[config.mk]
export PLATFORM = sky130hd
export DESIGN_NAME = morse_rx
export DESIGN_NICKNAME = d
export VERILOG_FILES = /design/src/rtl/morse_rx.sv
export SDC_FILE = /design/constraint.sdc
export NUM_CORES = 1
export LEC_CHECK = 0
export ABC_AREA = 0
export BUFFER_PORTS_ARGS = -buffer_cell sky130_fd_sc_hd__buf_2
export CORE_AREA = 2 2 96 75
export CTS_CLUSTER_SIZE = 10
export DETAILED_ROUTE_END_ITERATION = 16
export DIE_AREA = 0 0 98 77
export GPL_TIMING_DRIVEN = 0
export PLACE_DENSITY = 0.58
export SLEW_MARGIN = 5
export SYNTH_ARGS = -nofsm -noshare
export SYNTH_HDL_FRONTEND = slang
export SYNTH_SLANG_ARGS = --single-unit
[constraint.sdc]
create_clock -name clk_i -period 2.7 [get_ports clk_i]
set_clock_uncertainty 0.1 [all_clocks]
set_input_delay 0.135 -clock clk_i [delete_from_list [all_inputs] [get_ports clk_i]]
set_output_delay 0.135 -clock clk_i [all_outputs]
set_load 0.02 [all_outputs]
[src/rtl/morse_rx.sv]
// -----------------------------------------------------------------------------
// morse_rx
//
// Morse keyer receiver. The raw key pin is synchronized and debounced, and
// mark/space durations are measured in Morse time units by a prescaler and a
// saturating unit counter. Marks are classified as dots or dashes and collected
// into a character code. The block flags character ends, word gaps and
// malformed input (overlong marks, more than six elements).
//
// Ports
//   clk_i        : clock
//   rstn_i       : asynchronous active-low reset
//   key_i        : raw key, asynchronous to clk_i, 1 = key down
//   char_valid_o : one-cycle strobe, char_len_o/char_bits_o valid with it
//   char_len_o   : element count of the last character (1..6), held
//   char_bits_o  : element k in bit k, 1 = dash, 0 = dot, held
//   word_gap_o   : one-cycle strobe on a word gap
//   error_o      : one-cycle strobe on an overlong mark or a 7th element
//   busy_o       : receiver is not idle
// -----------------------------------------------------------------------------
module morse_rx #(
    parameter int UNIT_CYCLES     = 1200000,
    parameter int DEBOUNCE_CYCLES = 16,
    parameter int DASH_UNITS      = 2,
    parameter int CHAR_GAP_UNITS  = 2,
    parameter int WORD_GAP_UNITS  = 5,
    parameter int MAX_MARK_UNITS  = 7
) (
    input  logic       clk_i,
    input  logic       rstn_i,
    input  logic       key_i,
    output logic       char_valid_o,
    output logic [2:0] char_len_o,
    output logic [5:0] char_bits_o,
    output logic       word_gap_o,
    output logic       error_o,
    output logic       busy_o
);

    localparam int PRE_W = $clog2(UNIT_CYCLES);
    localparam int DB_W  = (DEBOUNCE_CYCLES > 1) ? $clog2(DEBOUNCE_CYCLES) : 1;

    localparam logic [PRE_W-1:0] PRE_LAST = PRE_W'(UNIT_CYCLES - 1);
    localparam logic [DB_W-1:0]  DB_LAST  = DB_W'(DEBOUNCE_CYCLES - 1);
    localparam logic [3:0]       DASH_U   = 4'(DASH_UNITS);
    localparam logic [3:0]       CHAR_U   = 4'(CHAR_GAP_UNITS);
    localparam logic [3:0]       WORD_U   = 4'(WORD_GAP_UNITS);
    localparam logic [3:0]       OVER_U   = 4'(MAX_MARK_UNITS + 1);

    typedef enum logic [2:0] {
        IDLE      = 3'd0,
        MARK      = 3'd1,
        SPACE     = 3'd2,
        WAIT_WORD = 3'd3,
        DRAIN     = 3'd4
    } state_t;

    // ------------------------------------------------------------------
    // Input path: 2-flop synchronizer and debounce filter
    // ------------------------------------------------------------------
    logic            sync1_reg;
    logic            sync2_reg;
    logic            key_f_reg;
    logic            key_f_d_reg;
    logic [DB_W-1:0] db_cnt_reg;

    always_ff @(posedge clk_i or negedge rstn_i) begin
        if (!rstn_i) begin
            sync1_reg   <= 1'b0;
            sync2_reg   <= 1'b0;
            key_f_reg   <= 1'b0;
            key_f_d_reg <= 1'b0;
            db_cnt_reg  <= '0;
        end else begin
            sync1_reg   <= key_i;
            sync2_reg   <= sync1_reg;
            key_f_d_reg <= key_f_reg;
            // A sample that agrees with the filtered key restarts the count.
            if (sync2_reg == key_f_reg) begin
                db_cnt_reg <= '0;
            end else if (db_cnt_reg == DB_LAST) begin
                key_f_reg  <= sync2_reg;
                db_cnt_reg <= '0;
            end else begin
                db_cnt_reg <= db_cnt_reg + 1'b1;
            end
        end
    end

    logic key_rise;
    logic key_fall;
    logic key_edge;

    assign key_rise = key_f_reg & ~key_f_d_reg;
    assign key_fall = ~key_f_reg & key_f_d_reg;
    assign key_edge = key_rise | key_fall;

    // ------------------------------------------------------------------
    // Prescaler and unit counter, both restarted on every filtered edge
    // ------------------------------------------------------------------
    logic [PRE_W-1:0] pre_cnt_reg;
    logic [3:0]       unit_cnt_reg;
    logic [3:0]       unit_inc;
    logic             wrap;

    assign wrap     = (pre_cnt_reg == PRE_LAST);
    assign unit_inc = (unit_cnt_reg == 4'd15) ? 4'd15 : unit_cnt_reg + 4'd1;

    always_ff @(posedge clk_i or negedge rstn_i) begin
        if (!rstn_i) begin
            pre_cnt_reg  <= '0;
            unit_cnt_reg <= '0;
        end else if (key_edge) begin
            pre_cnt_reg  <= '0;
            unit_cnt_reg <= '0;
        end else if (wrap) begin
            pre_cnt_reg  <= '0;
            unit_cnt_reg <= unit_inc;
        end else begin
            pre_cnt_reg  <= pre_cnt_reg + 1'b1;
        end
    end

    // Threshold events fire only on a real increment not pre-empted by an
    // edge; the saturated value at 15 never re-triggers.
    logic unit_step;
    logic reach_char;
    logic reach_word;
    logic reach_over;

    assign unit_step  = wrap & ~key_edge & (unit_inc != unit_cnt_reg);
    assign reach_char = unit_step & (unit_inc == CHAR_U);
    assign reach_word = unit_step & (unit_inc == WORD_U);
    assign reach_over = unit_step & (unit_inc == OVER_U);

    // Mark length includes the unit that completes in the fall cycle, so a
    // mark of exactly DASH_UNITS units is classified as a dash.
    logic [3:0] mark_units;
    logic       is_dash;

    assign mark_units = wrap ? unit_inc : unit_cnt_reg;
    assign is_dash    = (mark_units >= DASH_U);

    // ------------------------------------------------------------------
    // Element buffer slot selection (one-hot position of the next element)
    // ------------------------------------------------------------------
    logic [2:0] buf_len_reg;
    logic [5:0] buf_bits_reg;
    logic [5:0] elem_mask;

    for (genvar gi = 0; gi < 6; gi++) begin : g_elem
        assign elem_mask[gi] = (buf_len_reg == 3'(gi));
    end

    // ------------------------------------------------------------------
    // Decode FSM
    // ------------------------------------------------------------------
    state_t     state_reg;
    state_t     state_next;
    logic [2:0] buf_len_next;
    logic [5:0] buf_bits_next;
    logic       char_valid_reg;
    logic       char_valid_next;
    logic [2:0] char_len_reg;
    logic [2:0] char_len_next;
    logic [5:0] char_bits_reg;
    logic [5:0] char_bits_next;
    logic       word_gap_reg;
    logic       word_gap_next;
    logic       error_reg;
    logic       error_next;

    always_ff @(posedge clk_i or negedge rstn_i) begin
        if (!rstn_i) begin
            state_reg      <= IDLE;
            buf_len_reg    <= '0;
            buf_bits_reg   <= '0;
            char_valid_reg <= 1'b0;
            char_len_reg   <= '0;
            char_bits_reg  <= '0;
            word_gap_reg   <= 1'b0;
            error_reg      <= 1'b0;
        end else begin
            state_reg      <= state_next;
            buf_len_reg    <= buf_len_next;
            buf_bits_reg   <= buf_bits_next;
            char_valid_reg <= char_valid_next;
            char_len_reg   <= char_len_next;
            char_bits_reg  <= char_bits_next;
            word_gap_reg   <= word_gap_next;
            error_reg      <= error_next;
        end
    end

    always_comb begin
        state_next      = state_reg;
        buf_len_next    = buf_len_reg;
        buf_bits_next   = buf_bits_reg;
        char_valid_next = 1'b0;
        char_len_next   = char_len_reg;
        char_bits_next  = char_bits_reg;
        word_gap_next   = 1'b0;
        error_next      = 1'b0;

        case (state_reg)
            IDLE: begin
                if (key_rise) begin
                    state_next = MARK;
                end
            end

            MARK: begin
                if (key_fall) begin
                    if (buf_len_reg == 3'd6) begin
                        // Seventh element: discard the whole character.
                        error_next    = 1'b1;
                        buf_len_next  = '0;
                        buf_bits_next = '0;
                        state_next    = WAIT_WORD;
                    end else begin
                        buf_bits_next = buf_bits_reg | (elem_mask & {6{is_dash}});
                        buf_len_next  = buf_len_reg + 3'd1;
                        state_next    = SPACE;
                    end
                end else if (reach_over) begin
                    error_next    = 1'b1;
                    buf_len_next  = '0;
                    buf_bits_next = '0;
                    state_next    = DRAIN;
                end
            end

            SPACE: begin
                if (key_rise) begin
                    state_next = MARK;
                end else if (reach_char) begin
                    char_valid_next = 1'b1;
                    char_len_next   = buf_len_reg;
                    char_bits_next  = buf_bits_reg;
                    buf_len_next    = '0;
                    buf_bits_next   = '0;
                    state_next      = WAIT_WORD;
                end
            end

            WAIT_WORD: begin
                if (key_rise) begin
                    state_next = MARK;
                end else if (reach_word) begin
                    word_gap_next = 1'b1;
                    state_next    = IDLE;
                end
            end

            DRAIN: begin
                // Unit counter restarts on this fall, so the word gap is
                // measured from the release of the overlong mark.
                if (key_fall) begin
                    state_next = WAIT_WORD;
                end
            end

            default: begin
                state_next = IDLE;
            end
        endcase
    end

    assign char_valid_o = char_valid_reg;
    assign char_len_o   = char_len_reg;
    assign char_bits_o  = char_bits_reg;
    assign word_gap_o   = word_gap_reg;
    assign error_o      = error_reg;
    assign busy_o       = (state_reg != IDLE);

endmodule

### After elaboration in Yosys (flattened, before gate mapping)

Index checks and enable logic that the tools add are counted.

* bits in registers: 57
* input bits: 3
* output and inout port bits: 13
* word-level logic and storage cells: 107

* add/subtract/negate cells: 4
* $lt $le $gt $ge: 1
* equality and inequality tests: 25
* mux-type cells: 39
* bitwise operators: 15
* reduce and logical (&&, ||, !) cells: 8

Operator list (number)
* $mux W21: 2
* $mux W3: 13
* $mux W6: 5
* $add A21 B1 Y21 const B: 1
* $eq A21 B21 Y1 const B: 1
* $mux W4: 5
* $pmux W3 S5: 1
* $eq A3 B2 Y1 const B: 4
* $eq A3 B3 Y1 const B: 4
* $eq A4 B4 Y1 const B: 3
* $pmux W6 S2: 1
* $mux W1: 11
* $ne A3 B3 Y1 const B: 3
* $add A4 B1 Y4 const B: 2
* $ne A2 B2 Y1 const B: 4
* $and A1 B1 Y1: 7
* $and A6 B6 Y6: 1
* $eq A3 B1 Y1 const B: 2
* $logic_not A3 Y1: 2
* $or A6 B6 Y6: 1
* $pmux W3 S2: 1
* $not A1 Y1: 5
* $reduce_and A5 Y1: 1
* $eq A4 B2 Y1 const B: 1
* other kinds (11): 11

### Depth between registers and ports, before layout

Gate-level depths: netlist of run 1.

* depth in word-level cells: 10
* gate-level depth with buffers: 10
* depth with buffers taken out: 8

### Least setup slack after synthesis of run 1

Ideal clock, no wire load.

* path kind: reg2reg
* start: register unit_cnt_reg[0]
* end: register buf_len_reg[0]
* library setup time: 65 ps
* data arrival time: 2086 ps
* data required time: 2535 ps
* slack: 448 ps
* stages on the path, launching flop included: 9
* buffers on the path: 1
* period minus slack after synthesis: 2252 ps
* path through: dfrtp_1 -> ha_1 -> buf_4 -> nor3b_2 -> o2111ai_2 -> a2111oi_2 -> nor2_1 -> or3_1 -> nand2_1

* longest elaborated chain between the ends: 7
* elaborated cells between the ends (all ways): 12
* those cells by class: add/sub (1); eq/ne (6); mux (1); bitwise (3); reduce/logical (1)

Ends and longest elaborated chain
* start, declared: RTL line 102 `logic [3:0] unit_cnt_reg;`
* start signal, assigned: RTL line 118 `unit_cnt_reg <= unit_inc;`
* $add A4 B1 Y4 or $eq A4 B4 Y1 (tied branches): RTL line 107 `assign unit_inc = (unit_cnt_reg == 4'd15) ? 4'd15 : unit_cnt_reg + 4'd1;`
* $mux W4: RTL line 107
* $ne A4 B4 Y1: RTL line 131 `assign unit_step = wrap & ~key_edge & (unit_inc != unit_cnt_reg);`
* $and A1 B1 Y1: RTL line 131
* $and A1 B1 Y1 (on tied branches): RTL line 134, 132
* $ne A3 B3 Y1 (no line) or $ne A2 B2 Y1 (tied branches)
* $reduce_and A4 Y1 (no line) *
* end signal, assigned: RTL line 185 `buf_len_reg <= buf_len_next;`
* end, declared: RTL line 147 `logic [2:0] buf_len_reg;`

Every way passes the cells marked *; elsewhere a longest branch is shown, timed or not.
A chain may end at the register's enable or synchronous reset.

### Worst setup path in the final report of run 1

Ends and elaborated chain as after synthesis.

==> metrics.cfg, run 1 <==
[setup_path]
critPathBufInv=1
worstPathArrival_ns=2.69
crit_chain=ha_1, buf_4, nor3b_2, o2111ai_2, a2111oi_2, nor2_1, or3_1, nand2_1
max_stage_delay_ns=0.49
r2r_setup_slack_ns=0.18
path_max_fanout=10
end_kind=flop
r2r-end=buf_len_reg[0]
r2r_start=unit_cnt_reg[0]
critPathRequiredTime_ns=2.87
critical_path_class=reg2reg
ff2ff_path_depth=8
worstSetupStartpointType=flop
critPathSlowestCell=a2111oi_2
cp_top_family=simple AND/OR/NAND/NOR gates

[placed_design]
portBuffers=15
place_ws_ns=0.180
place.detailed.instances=393
place_hpwl_um=4060
placed_cell_area_um2=3080
gp_congestion=0.807

[cts]
htree_levels=3
clock_sinks=57
path_clk_slew_ns=0.06
cts_tree=yes
root_buffer=clkbuf_8
post-cts-setup-buffers=0
worstSkewPairLatency_ns=0.34
numCtsBuffers=9
cts_buffer_depth=2

[route]
drc=0
routed_wl_um=5650
ant_nets=0
dr.pass1.iters=5
wl_per_cell_um=13.8
vias=2172
drtIter0Drc=119
via_per_inst=5.30

[yosys]
synthFlopType=dfrtp_1
synth_nets=302
ys_ff_latch=57
syn_area_um2=2880
synthCells=293
yosysUniqueCellTypes=53
synth_edf_count=0
seq_area_frac_synth_pct=49.5
async_flop_share_pct=100
yosys_warnings=0
syn_area_per_cell_um2=9.83

[timing]
fin_hold_ws_ns=0.251
grt_setup_unrepaired=false
tightest_slew_ns=0.651
maxSlewHeadroom_pct=56.6
finalMaxSlewViolations=0
min_period_ns=2.52
finalSetupTns_ns=0
finalHoldViolCount=0
clock.fmax_mhz=397
finalSetupViolCount=0
finalCritPeriodShare_pct=93.3
fin_ws_ns=0.182

[global_route]
grt.total_usage_pct=16.7
grt_pass1_wl_um=9810
grt_max_degree=32
grt_pass1_vias=2024
overflow=0
antenna_found_initial=0

[cells_and_area]
instances_no_fill=410
mostFrequentLayoutCells=dfrtp_1, nor2_1, nand2_1
diodes=0
area_delta_synth_final_pct=15.4
largest_reg_flops=21
final_nets=331
finish.utilization_pct=50.3
drive_above_1_share_pct=17.2
n_fill_cell=619
final_common_cell=dfrtp_1
fin_area_um2=3320

[die]
die_h_um=77
core_um2=6600
std_cell_rows=26
io_pins=16
die-area_um2=7550
die_x_um=98
initial_core_util_pct=43.6

[power_and_ir_drop]
cellPowerDensity_nw_per_um2=590
vdd_drop_max_mv=0.311
p_total_mw=1.96
cellLeakagePower_nw=1.49

[worst_hold_path]
min_from=sync1_reg
holdPathStages=0
min_to=sync2_reg
hold_class=reg2reg

[flow_run]
maxCapViolCount=0

[status]
outcome=finished, final reports clean

cells in the mapped netlist (2+ instances only):
| cell type | number | area [µm²] |
|---|---|---|
| a2111oi_2 | 2 | 30.0 |
| a211oi_1 | 4 | 30.0 |
| a21oi_1 | 10 | 50.1 |
| a311oi_1 | 3 | 26.3 |
| and2_1 | 2 | 12.5 |
| and3_1 | 2 | 12.5 |
| and4_1 | 2 | 17.5 |
| buf_2 | 4 | 20.0 |
| buf_4 | 2 | 15.0 |
| clkbuf_1 | 6 | 22.5 |
| dfrtp_1 | 57 | 1430 |
| ha_1 | 6 | 75.1 |
| inv_1 | 16 | 60.1 |
| mux2_2 | 5 | 56.3 |
| nand2_1 | 26 | 97.6 |
| nand2b_1 | 3 | 18.8 |
| nand3_1 | 16 | 80.1 |
| nand4_1 | 8 | 50.1 |
| nand4b_1 | 2 | 17.5 |
| nor2_1 | 37 | 139 |
| nor2b_1 | 4 | 25.0 |
| nor3_1 | 3 | 15.0 |
| nor3b_1 | 2 | 15.0 |
| nor4_1 | 4 | 25.0 |
| o2111ai_1 | 2 | 17.5 |
| o211ai_1 | 2 | 15.0 |
| o21ai_0 | 14 | 70.1 |
| o21ai_1 | 2 | 10.0 |
| o31ai_1 | 2 | 15.0 |
| o41ai_1 | 2 | 17.5 |
| or3_1 | 3 | 18.8 |
| xnor2_1 | 7 | 61.3 |
| xor2_1 | 13 | 114 |
power breakdown:
part / switching [mW] / internal [mW] / total, mW
clock network: 0.323 / 0.468 / 0.791
registers: 0.0472 / 0.911 / 0.958
logic: 0.125 / 0.0863 / 0.211
total: 0.495 / 1.47 / 1.96
logic make-up (layout without fill, tap and decap cells):
| kind of cell | count (synthesis) | in the layout | share of synthesized area, % |
|---|---|---|---|
| buf+inv | 29 | 62 | 4.47 |
| fa+ha+maj | 6 | 6 | 2.61 |
| compound gates | 51 | 51 | 12.5 |
| xor+xnor | 20 | 20 | 6.08 |
| flops | 57 | 57 | 49.5 |
| simple gates | 124 | 124 | 22.5 |
| mux | 6 | 6 | 2.30 |
per-layer routing:
layer / track usage (%) / share of wire (%)
met5: 0 / 0
met4: 5.42 / 1.0
met3: 6.93 / 2.5
met2: 21.6 / 42
met1: 25.0 / 55
worst max path at each step:
| stage | start | slack (ns) | endpoint | depth (start not counted) |
|---|---|---|---|---|
| global placement | unit_cnt_reg[0] | 0.17 | buf_bits_reg[1] | 8 |
| global route | unit_cnt_reg[0] | 0.004 | buf_bits_reg[1] | 8 |
| finish | unit_cnt_reg[0] | 0.18 | buf_len_reg[0] | 8 |
| detailed placement | unit_cnt_reg[0] | 0.18 | buf_bits_reg[1] | 8 |
| CTS | unit_cnt_reg[0] | 0.16 | buf_bits_reg[1] | 8 |
| floorplan | unit_cnt_reg[0] | 0.45 | buf_len_reg[0] | 8 |
timing repair:
item | CTS | global route
hold buffers | 2 | 0
endpoints found under the setup margin | 0 | 4
hold endpoints to repair | 27 | 0
gates resized for setup | 0 | 4
cell type report:
type	count	area, µm²	area share [%]
Buffer	13	68.8	2.07
Clock buffer	12	155	4.67
Clock inverter	3	40.0	1.20
Inverter	16	60.1	1.81
Multi-Input combinational cell	207	1350	40.7
Sequential cell	57	1430	42.9
Tap cell	84	105	3.16
Timing Repair Buffer	18	115	3.46
Power figures use the tool's default switching activity.
==> run 2, diff against run 1 <==
==> constraint.sdc (replaced) <==
create_clock -name clk_i -period 2.7 [get_ports clk_i]
set_clock_uncertainty 0.1 [all_clocks]
set_input_delay 0.81 -clock clk_i [delete_from_list [all_inputs] [get_ports clk_i]]
set_output_delay 0.81 -clock clk_i [all_outputs]
set_load 0.02 [all_outputs]
==> run 2 against run 1 <==
Compared with the run above: hold slack about the same; clock power about the same; wire length unchanged; critical path depth did not move; flip-flop and latch count unchanged; die area unchanged; first-iteration DRC count down 3.4%; final cell count shrank 0.49%; via count decreased by 0.46%; largest cell class unchanged.
==> metrics.cfg, run 2 (synthesis results as in run 1) <==
[status]
outcome=finished, final reports clean

[cts]
cts_tree=yes
htree_levels=3  ; unchanged
cts_buffer_depth=2  ; unchanged
postCtsHoldBufs=0  ; -2
numCtsBuffers=9  ; unchanged
worstSkewPairLatency_ns=0.34  ; about the same
clock_sinks=57  ; unchanged
root_buffer=clkbuf_8
path_clk_slew_ns=0.06  ; about the same

[setup_path]
critical_path_class=reg2reg
max_stage_delay_ns=0.49  ; about the same
crit_chain=ha_1, buf_4, nor3b_2, o2111ai_2, a2111oi_2, nor2_1, or3_1, nand2_1
critPathRequiredTime_ns=2.88  ; about the same
path_max_fanout=10  ; unchanged
worstPathArrival_ns=2.70  ; about the same
critPathSlowestCell=a2111oi_2
end_kind=flop
worstSetupStartpointType=flop

[cells_and_area]
mostFrequentLayoutCells=dfrtp_1, nor2_1, nand2_1
drive_above_1_share_pct=17.3  ; +0.11 points
diodes=0  ; unchanged
final_nets=329  ; -0.60%
fin_area_um2=3300  ; -0.60%
instances_no_fill=408  ; -0.49%
largest_reg_flops=21  ; unchanged
final_common_cell=dfrtp_1
finish.utilization_pct=50.0  ; -0.30 points
area_delta_synth_final_pct=14.7

[global_route]
grt_max_degree=32  ; unchanged
overflow=0  ; unchanged
grt_pass1_vias=2018  ; -0.30%
grt_pass1_wl_um=9800  ; -0.13%
grt.total_usage_pct=16.7  ; -0.020 points
antenna_found_initial=0  ; unchanged

[timing]
finalSetupTns_ns=0  ; unchanged
maxSlewHeadroom_pct=56.7  ; +0.081 points
fin_hold_ws_ns=0.251  ; -0.0000700 ns
grt_setup_unrepaired=false
fin_ws_ns=0.171  ; -0.0108 ns
clock.fmax_mhz=395  ; -0.43%
finalHoldViolCount=0  ; unchanged
min_period_ns=2.53  ; +0.0108 ns
finalCritPeriodShare_pct=93.7  ; +0.40 points
finalMaxSlewViolations=0  ; unchanged
tightest_slew_ns=0.650  ; -0.00121 ns
finalSetupViolCount=0  ; unchanged

[power_and_ir_drop]
cellPowerDensity_nw_per_um2=593  ; +0.52%
vdd_drop_max_mv=0.311  ; about the same
cellLeakagePower_nw=1.48  ; -0.56%
p_total_mw=1.96  ; about the same

[placed_design]
portBuffers=15  ; unchanged
place_ws_ns=0.180  ; unchanged
gp_congestion=0.807  ; unchanged
place.detailed.instances=393  ; unchanged
placed_cell_area_um2=3080  ; unchanged
place_hpwl_um=4060  ; unchanged

[route]
dr.pass1.iters=5  ; unchanged
drtIter0Drc=115  ; -3.4%
routed_wl_um=5650  ; unchanged
wl_per_cell_um=13.9  ; +0.49%
drc=0  ; unchanged
vias=2162  ; -0.46%
via_per_inst=5.30  ; about the same
ant_nets=0  ; unchanged

[die]
die_x_um=98  ; unchanged
std_cell_rows=26  ; unchanged
io_pins=16  ; unchanged
die-area_um2=7550  ; unchanged
initial_core_util_pct=43.6  ; unchanged
die_h_um=77  ; unchanged
core_um2=6600  ; unchanged

[worst_hold_path]
hold_class=reg2reg

[flow_run]
maxCapViolCount=0  ; unchanged

run 2: critical path, delay by kind of cell (launching register included):
family	cells	cell delay, ns
buffers and inverters	1	0.17
AOI/OAI and AO/OA	2	0.70
DFF	1	0.45
and+or+nand+nor	4	0.84
adders and majority gates	1	0.22
run 2: area by class of cell:
class	count	area [µm²]
Buffer	13	68.8
Clock buffer	12	155
Clock inverter	3	40.0
Fill cell	624	3300
Inverter	16	60.1
Multi-Input combinational cell	207	1350
Sequential cell	57	1430
Tap cell	84	105
Timing Repair Buffer	16	95.1
run 2: per-layer routing:
metal	GRT usage [%]	wire, µm
met4	5.42	45
met5	0	0
met1	25.0	3100
met2	21.6	2360
met3	6.93	148
run 2: final timing paths:
check	slack [ns]	depth (start not counted)	from	end
max reg2reg	0.17	8	unit_cnt_reg[0]	buf_len_reg[0]
max in group asynchronous	1.51	2	rstn_i	buf_bits_reg[0]
min reg2reg	0.25	0	sync1_reg	sync2_reg
min	0.25	0	sync1_reg	sync2_reg
min in group asynchronous	0.40	1	rstn_i	pre_cnt_reg[14]
max	0.17	8	unit_cnt_reg[0]	buf_len_reg[0]
run 2: what timing repair did:
| action | CTS | global route |
|---|---|---|
| endpoints found under the hold margin | 0 | 0 |
| setup endpoints to repair | 0 | 4 |
| setup buffers | 0 | 0 |
| gates resized for setup | 0 | 4 |
run 2: power by group:
group | internal (mW) | switching (mW)
Clock | 0.468 | 0.323
Combinational | 0.0844 | 0.125
Sequential | 0.911 | 0.0471
